$ cat src/rtl/stopwatch_display_if.sv
// Bundle between the upstream time counter and the multiplexed 4-digit display.
interface stopwatch_display_if;
    logic [5:0] minutes;
    logic [5:0] seconds;
    logic       adj;
    logic       sel;
    logic [6:0] seg;
    logic [3:0] an;
    logic       dp;

    modport master (output minutes, seconds, adj, sel, input seg, an, dp);
    modport slave  (input minutes, seconds, adj, sel, output seg, an, dp);
endinterface

$ cat src/rtl/stopwatch_display.sv
// MM:SS multiplexed 7-segment driver with per-frame capture, clamping and
// field blinking for adjust mode. All outputs are active-low and registered.
module stopwatch_display #(
    parameter int unsigned REFRESH_DIV = 100000,
    parameter int unsigned BLINK_DIV   = 25000000
) (
    input  logic                clk,
    input  logic                rst,
    stopwatch_display_if.slave  bus
);
    localparam int unsigned RW = (REFRESH_DIV > 2) ? $clog2(REFRESH_DIV) : 1;
    localparam int unsigned BW = (BLINK_DIV > 2) ? $clog2(BLINK_DIV) : 1;
    localparam logic [RW-1:0] REFRESH_LAST = RW'(REFRESH_DIV - 1);
    localparam logic [BW-1:0] BLINK_LAST   = BW'(BLINK_DIV - 1);

    logic [RW-1:0] r_refresh_cnt;
    logic [BW-1:0] r_blink_cnt;
    logic          r_blink_ph;
    logic [1:0]    r_digit;
    logic [5:0]    r_cap_min;
    logic [5:0]    r_cap_sec;
    logic [3:0]    r_an;
    logic [6:0]    r_seg;
    logic          r_dp;

    logic          w_refresh_wrap;
    logic          w_blink_wrap;
    logic          w_frame_wrap;
    logic          w_blank;
    logic [3:0]    w_digit_val;

    function automatic logic [5:0] clamp59(input logic [5:0] v);
        return (v > 6'd59) ? 6'd59 : v;
    endfunction

    function automatic logic [6:0] seg_encode(input logic [3:0] v);
        logic [6:0] s;
        case (v)
            4'd0:    s = 7'b1000000;
            4'd1:    s = 7'b1111001;
            4'd2:    s = 7'b0100100;
            4'd3:    s = 7'b0110000;
            4'd4:    s = 7'b0011001;
            4'd5:    s = 7'b0010010;
            4'd6:    s = 7'b0000010;
            4'd7:    s = 7'b1111000;
            4'd8:    s = 7'b0000000;
            4'd9:    s = 7'b0010000;
            default: s = 7'b1111111;
        endcase
        return s;
    endfunction

    assign w_refresh_wrap = (r_refresh_cnt == REFRESH_LAST);
    assign w_blink_wrap   = (r_blink_cnt == BLINK_LAST);
    assign w_frame_wrap   = w_refresh_wrap && (r_digit == 2'd3);

    // digit[1] distinguishes the minutes field (2,3) from the seconds field (0,1)
    assign w_blank = bus.adj && r_blink_ph && (bus.sel ? ~r_digit[1] : r_digit[1]);

    always_comb begin
        w_digit_val = 4'd0;
        case (r_digit)
            2'd0:    w_digit_val = 4'(r_cap_sec % 6'd10);
            2'd1:    w_digit_val = 4'(r_cap_sec / 6'd10);
            2'd2:    w_digit_val = 4'(r_cap_min % 6'd10);
            default: w_digit_val = 4'(r_cap_min / 6'd10);
        endcase
    end

    always_ff @(posedge clk) begin
        if (rst) begin
            r_refresh_cnt <= '0;
            r_blink_cnt   <= '0;
            r_blink_ph    <= 1'b0;
            r_digit       <= 2'd0;
            r_cap_min     <= 6'd0;
            r_cap_sec     <= 6'd0;
            r_an          <= 4'hF;
            r_seg         <= 7'h7F;
            r_dp          <= 1'b1;
        end else begin
            r_refresh_cnt <= w_refresh_wrap ? '0 : r_refresh_cnt + RW'(1);
            r_blink_cnt   <= w_blink_wrap ? '0 : r_blink_cnt + BW'(1);
            if (w_blink_wrap) r_blink_ph <= ~r_blink_ph;
            if (w_refresh_wrap) r_digit <= r_digit + 2'd1;
            // Snapshot inputs only at frame boundaries so a frame is never torn
            if (w_frame_wrap) begin
                r_cap_min <= clamp59(bus.minutes);
                r_cap_sec <= clamp59(bus.seconds);
            end
            r_an  <= w_blank ? 4'hF  : ~(4'b0001 << r_digit);
            r_seg <= w_blank ? 7'h7F : seg_encode(w_digit_val);
            r_dp  <= ~((r_digit == 2'd2) && !w_blank);
        end
    end

    assign bus.an  = r_an;
    assign bus.seg = r_seg;
    assign bus.dp  = r_dp;
endmodule

$ cat src/flat_wrapper.sv
// flat-port wrapper written by rule: the top's interface ports become plain ports
module stopwatch_display_flat 
#(
    parameter int unsigned REFRESH_DIV = 100000,
    parameter int unsigned BLINK_DIV   = 25000000
)
  (clk, rst, bus_minutes, bus_seconds, bus_adj, bus_sel, bus_seg, bus_an, bus_dp);
  stopwatch_display_if bus_i ();
  input  logic clk;
  input  logic rst;
  input wire logic [$bits(bus_i.minutes)-1:0] bus_minutes;
  input wire logic [$bits(bus_i.seconds)-1:0] bus_seconds;
  input wire logic [$bits(bus_i.adj)-1:0] bus_adj;
  input wire logic [$bits(bus_i.sel)-1:0] bus_sel;
  output wire logic [$bits(bus_i.seg)-1:0] bus_seg;
  output wire logic [$bits(bus_i.an)-1:0] bus_an;
  output wire logic [$bits(bus_i.dp)-1:0] bus_dp;
  assign bus_i.minutes = bus_minutes;
  assign bus_i.seconds = bus_seconds;
  assign bus_i.adj = bus_adj;
  assign bus_i.sel = bus_sel;
  assign bus_seg = bus_i.seg;
  assign bus_an = bus_i.an;
  assign bus_dp = bus_i.dp;
  stopwatch_display #(.REFRESH_DIV(REFRESH_DIV), .BLINK_DIV(BLINK_DIV)) u_core (.clk(clk), .rst(rst), .bus(bus_i));
endmodule
$ cat config.mk
export PLATFORM = sky130hd
export DESIGN_NAME = stopwatch_display_flat
export DESIGN_NICKNAME = d
export VERILOG_FILES = /design/src/rtl/stopwatch_display_if.sv /design/src/rtl/stopwatch_display.sv /design/src/flat_wrapper.sv
export SDC_FILE = /design/constraint.sdc
export NUM_CORES = 1
export LEC_CHECK = 0
export CAP_MARGIN = 20
export CORE_UTILIZATION = 60
export CTS_CLUSTER_SIZE = 25
export DETAILED_ROUTE_END_ITERATION = 8
export GPL_ROUTABILITY_DRIVEN = 0
export PLACE_DENSITY_LB_ADDON = 0.25
export SLEW_MARGIN = 20
export SYNTH_ARGS = -nofsm -noshare
export SYNTH_HDL_FRONTEND = slang
export SYNTH_SLANG_ARGS = --single-unit
export TNS_END_PERCENT = 100
$ cat constraint.sdc
create_clock -name clk -period 6.3 [get_ports clk]
set_input_delay 1.26 -clock clk [delete_from_list [all_inputs] [get_ports clk]]
set_output_delay 1.26 -clock clk [all_outputs]
set_load 0.01 [all_outputs]
Word-level counts from Yosys, hierarchy flattened

Memories as Yosys holds them, arrays and structs flattened. A register that Yosys moved wholly into a read port is not among the register bits.
Index checks and enable logic that the tools add are counted.

Bits in registers: 62
ROM bits: 112
Output and inout port bits: 12
Word-level logic and storage cells: 41
Memories: 1

Memory list:

| memory           | words | bits a word | rd ports | clocked after Yosys merged registers in | wr ports | line                    | text |
|---|---|---|---|---|---|---|---|
| (name not given) | 16    | 7           | 1        | 1                                       | 0        | stopwatch_display.sv:38 | `case (v)` |

$add $sub $neg: 3
Divide/modulo/power cells: 4
Magnitude comparators: 2
Equal/unequal tests: 5
Shifts and indexed selects: 1
Muxes and demuxes: 4
Bitwise logic cells: 4
Reductions and logical operators: 9

Operators with widths:

| operator                                                                | count |
|---|---|
| 25-bit by 1-bit adder with 25-bit output (second input constant)        | 1 |
| 25-bit == test (second input constant)                                  | 1 |
| 17-bit by 1-bit adder with 17-bit output (second input constant)        | 1 |
| 17-bit == test (second input constant)                                  | 1 |
| 6-bit by 4-bit divider with 6-bit output (second input constant)        | 2 |
| 6-bit greater-than comparator (second input constant)                   | 2 |
| 6-bit by 4-bit remainder unit with 6-bit output (second input constant) | 2 |
| 6-bit 2-to-1 mux                                                        | 2 |
| 4-bit case mux with 3 select lines                                      | 1 |
| 2-bit OR reduction                                                      | 3 |
| 2-bit == test (second input constant)                                   | 2 |
| 1-bit logical AND                                                       | 4 |
| 4-bit inverter                                                          | 1 |
| 1-bit by 2-bit << shifter with 4-bit output (first input constant)      | 1 |
| 1-bit inverter                                                          | 3 |
| 2-bit by 1-bit adder with 2-bit output (second input constant)          | 1 |
| 2-bit by 1-bit == test with 1-bit output (second input constant)        | 1 |
| 2-bit zero test                                                         | 1 |
| 1-bit zero test                                                         | 1 |
| 1-bit 2-to-1 mux                                                        | 1 |

Depth between registers and ports, before layout

Depth after elaboration: 6
Depth in mapped cells: 17

Worst setup path before layout

OpenSTA, ideal clock, no wires.

Kind: flip-flop to flip-flop
From: register u_core.r_digit[0]
To: register u_core.r_seg[0], in the netlist u_core.bus.seg[0]
Library setup time: 0.141 ns
Data arrival time: 3.191 ns
Required time: 6.159 ns
Path slack: 2.967 ns
Stages on the path, launching flop included: 17
Path buffers: 1
Clock period less this slack: 3.333 ns
Path through: dfxtp_1 > inv_1 > ha_1 > buf_6 > mux2_2 > inv_1 > ha_1 > and3_1 > o32ai_1 > o211ai_2 > nand3b_1 > a311oi_1 > or2_2 > inv_1 > ha_1 > mux2i_1 > o211ai_1

Longest elaborated chain between the ends: 2
Elaborated cells on any way between the ends: 4
Those cells by class: eq/ne (2); mux (1); reduce/logical (1)

RTL lines:

| element                                     | line                    | text |
|---|---|---|
| start, declared                             | stopwatch_display.sv:19 | `logic [1:0] r_digit;` |
| start signal, assigned                      | stopwatch_display.sv:86 | `if (w_refresh_wrap) r_digit <= r_digit + 2'd1;` |
| 2-bit == test, or another cell as far along | stopwatch_display.sv:63 | `case (r_digit)` |
| 4-bit case mux with 3 select lines (*)      | stopwatch_display.sv:63 |  |
| end, declared                               | stopwatch_display.sv:23 | `logic [6:0] r_seg;` |

Mark *: on every way between the ends. The rest lies on a longest branch, timed or not.
A chain may end at the register's enable or synchronous reset.

Final worst setup path

From: register u_core.r_digit[0]
To: register u_core.r_seg[3], in the netlist u_core.bus.seg[3]

Same word-level chain as after synthesis.

==> flow_metrics.env <==
export IMPL_synth_seq_cells=69
export IMPL_num_io_pins=28
export IMPL_clk_path_buf_depth=2
export IMPL_cts_root_buf="clkbuf_8"
export IMPL_nNetsFinal=463
export IMPL_grt_overflow_total=0
export IMPL_worstSetupStartpointType="flip-flop"
export IMPL_post_dp_hpwl_um=5000
export IMPL_holdBufCountCts=0
export IMPL_tightest_slew_ns=1.09
export IMPL_worstSkewPairLatency_ns=0.35
export IMPL_die_h_um=78.6
export IMPL_chipWidth_um=78.6
export IMPL_antenna_cells=0
export IMPL_drtIter0Drc=154
export IMPL_netlist_instances=408
export IMPL_max_vdd_ir_drop_mv=0.190
export IMPL_syn_area_um2=3520
export IMPL_max_stage_delay_ns=0.60
export IMPL_hold_worst_slack_ns=0.461
export IMPL_grt_pass1_vias=2708
export IMPL_hold_viol_final=0
export IMPL_grt_setup_unrepaired="false"
export IMPL_dieArea_um2=6190
export IMPL_numCtsBuffers=9
export IMPL_synth_top_area_cell="dfxtp_1"
export IMPL_drv_slew=0
export IMPL_path_cells="inv_1 -> ha_1 -> mux2i_4 -> inv_2 -> ha_1 -> and3_1 -> o32ai_1 -> o211ai_2 -> nand3b_1 -> a311oi_1 -> or2_2 -> inv_1 -> ha_1 -> mux2i_1 -> o211ai_1"
export IMPL_port_buffers=27
export IMPL_cpMostUsedCell="ha_1"
export IMPL_cts_setup_buffers=0
export IMPL_fin_crit_sh_pct=64.7
export IMPL_clock_sinks=69
export IMPL_min_path_type="reg2reg"
export IMPL_antenna_found_initial=0
export IMPL_skew_ns=0.00937
export IMPL_htreeDepth=3
export IMPL_synth_top_cell_area_share_pct=39.2
export IMPL_setup_tns_ns=0
export IMPL_drt_antenna_violating_nets=0
export IMPL_clk_pin_slew_ns=0.08
export IMPL_yosysSeqAreaShare_pct=39.2
export IMPL_regArea_um2=1380
export IMPL_maxSlewHeadroom_pct=26.9
export IMPL_netlist_top_cells_area="dfxtp_1 (39%), xor2_1 (6.7%), nor2_1 (6.2%), nand2_1 (5.0%), ha_1 (5.0%)"
export IMPL_max_cap_viol_count=0
export IMPL_wire_per_inst_um=13.8
export IMPL_core_area_um2=5570
export IMPL_path_max_fanout=15
export IMPL_multi_input_area_um2=2040
export IMPL_yosysWarnings=0
export IMPL_drt_total_wl_um=7050
export IMPL_nFillCells=432
export IMPL_synth_edff_count=0
export IMPL_async_flop_share_pct=0
export IMPL_drcViolationCount=0
export IMPL_crit_family="adder cells"
export IMPL_status="complete, no violations"
export IMPL_drive_gt1_share_pct=8.22
export IMPL_fmax_ghz=0.245
export IMPL_synth_nets=438
export IMPL_rows=27
export IMPL_cts_tree="built"
export IMPL_worstSetupEndpointType="flip-flop"
export IMPL_ys_types=53
export IMPL_power_density_nw_per_um2=225
export IMPL_grt_max_degree=25
export IMPL_area_growth_pct=15.7
export IMPL_via_per_inst=5.60
export IMPL_path_class="reg2reg"
export IMPL_start_util_pct=63.2
export IMPL_post_cts_resized=0
export IMPL_p_leak_nw=1.47
export IMPL_grt_first_pass_wirelength_um=12200
export IMPL_crit_slowest_cell="ha_1"
export IMPL_setup_violations=0
export IMPL_synth_flop_cell="dfxtp_1"
export IMPL_num_vias=2856
export IMPL_period_minus_slack_ns=4.08
export IMPL_grt_usage_pct=25.1
export IMPL_crit_arrival_ns=4.25
export IMPL_worst_path_buf_inv=3
export IMPL_dr_pass1_iters=5
export IMPL_worstPathRequired_ns=6.47
export IMPL_avgSynthCellArea_um2=8.64
placed cells by master (no fill, tap or decap), types with 2 or more instances in the layout:
cell	instances
xnor2_1	13
nand3b_1	3
mux2i_1	12
nand2b_1	3
bufinv_16	3
a21boi_0	2
a211oi_1	3
nand2_1	47
a21oi_1	18
ha_1	14
clkdlybuf4s50_1	27
nand3_1	19
or2_2	4
mux2_2	4
clkinvlp_4	2
dfxtp_1	69
nor3_1	13
a21o_1	2
a31o_2	2
and4_1	6
inv_1	9
or3_1	2
and2_1	2
nor2_1	58
and3_1	12
clkbuf_8	9
o211ai_1	6
o21ai_0	5
a211o_1	2
a31oi_1	2
xor2_1	27
nor4_1	4
nand4_1	10
worst reg2reg max path, stage by stage, from the launching register on:
cell,delay [ns]
dfxtp_1,0.35
inv_1,0.09
ha_1,0.60
mux2i_4,0.41
inv_2,0.08
ha_1,0.22
and3_1,0.19
o32ai_1,0.30
o211ai_2,0.23
nand3b_1,0.23
a311oi_1,0.39
or2_2,0.21
inv_1,0.08
ha_1,0.23
mux2i_1,0.18
o211ai_1,0.10
cells in the mapped netlist (6+ instances only):
master    instances
inv_1             9
ha_1             14
o211ai_1          6
and3_1           12
nand4_1          10
a21oi_1          18
nand2_1          47
xnor2_1          13
xor2_1           27
dfxtp_1          69
mux2i_1          12
nor3_1           13
nand3_1          19
nor2_1           58
clkbuf_1         12
and4_1            6
cell type report:
cell class                      count  area share (%)
Inverter                           11            1.01
Tap cell                           72            2.21
Clock inverter                      7            3.01
Timing Repair Buffer               28            6.81
Multi-Input combinational cell    314            50.0
Sequential cell                    69            33.9
Clock buffer                        9            3.04
metal layers:
layer  vias to the layer above  global-route usage, %  routed length, um
met2                        39                   42.7               3450
met3                         9                   5.35                187
met4                         0                   8.33                 95
met1                      1330                   31.3               3320
li1                       1478                      -                  -
met5                         -                      0                  0
per-stage QoR:
stage	util, %	power (W)	worst slack [ns]	area (um2)	instances
floorplan	-	0.000470	2.97	3520	408
global placement	68.7	0.000487	2.44	3830	494
detailed placement	68.7	0.000487	2.30	3830	494
CTS	73.2	0.000924	2.22	4080	510
global route	73.2	0.000952	1.90	4080	510
finish	73.2	0.000918	2.22	4080	510
state kept, by name (all words and copies together) (netlist names):
signal	cells
u_core.bus.dp	1
u_core.r_blink_cnt	25
u_core.r_cap_sec	6
u_core.bus.seg	7
u_core.r_blink_ph	1
u_core.r_refresh_cnt	17
u_core.r_digit	2
u_core.bus.an	4
u_core.r_cap_min	6
logic make-up after synthesis:
group	after synthesis	synth area share, %
AND/OR/NAND/NOR	186	25.1
flip-flops	69	39.2
AO/OA/AOI/OAI	56	12.1
XOR/XNOR	40	9.94
buffers and inverters	25	2.91
multiplexers	18	5.72
adder cells (fa/ha/maj)	14	4.97
worst paths after layout:
path                                             from                     to  slack [ns]  depth (start not counted)
worst max-delay path                u_core.r_digit[0]      u_core.bus.seg[3]        2.22                         15
worst min-delay path            u_core.r_blink_cnt[0]  u_core.r_blink_cnt[0]        0.46                          1
worst max register to register      u_core.r_digit[0]      u_core.bus.seg[3]        2.22                         15
worst min register to register  u_core.r_blink_cnt[0]  u_core.r_blink_cnt[0]        0.46                          1
power breakdown:
group	leakage, nW	switching [W]	internal, W	total [W]
clock	0.116	0.000176	0.000265	0.000441
combinational	0.797	0.0000144	0.0000171	0.0000315
sequential	0.560	0.00000404	0.000442	0.000446
No activity file was read; power rests on OpenSTA's default activity.
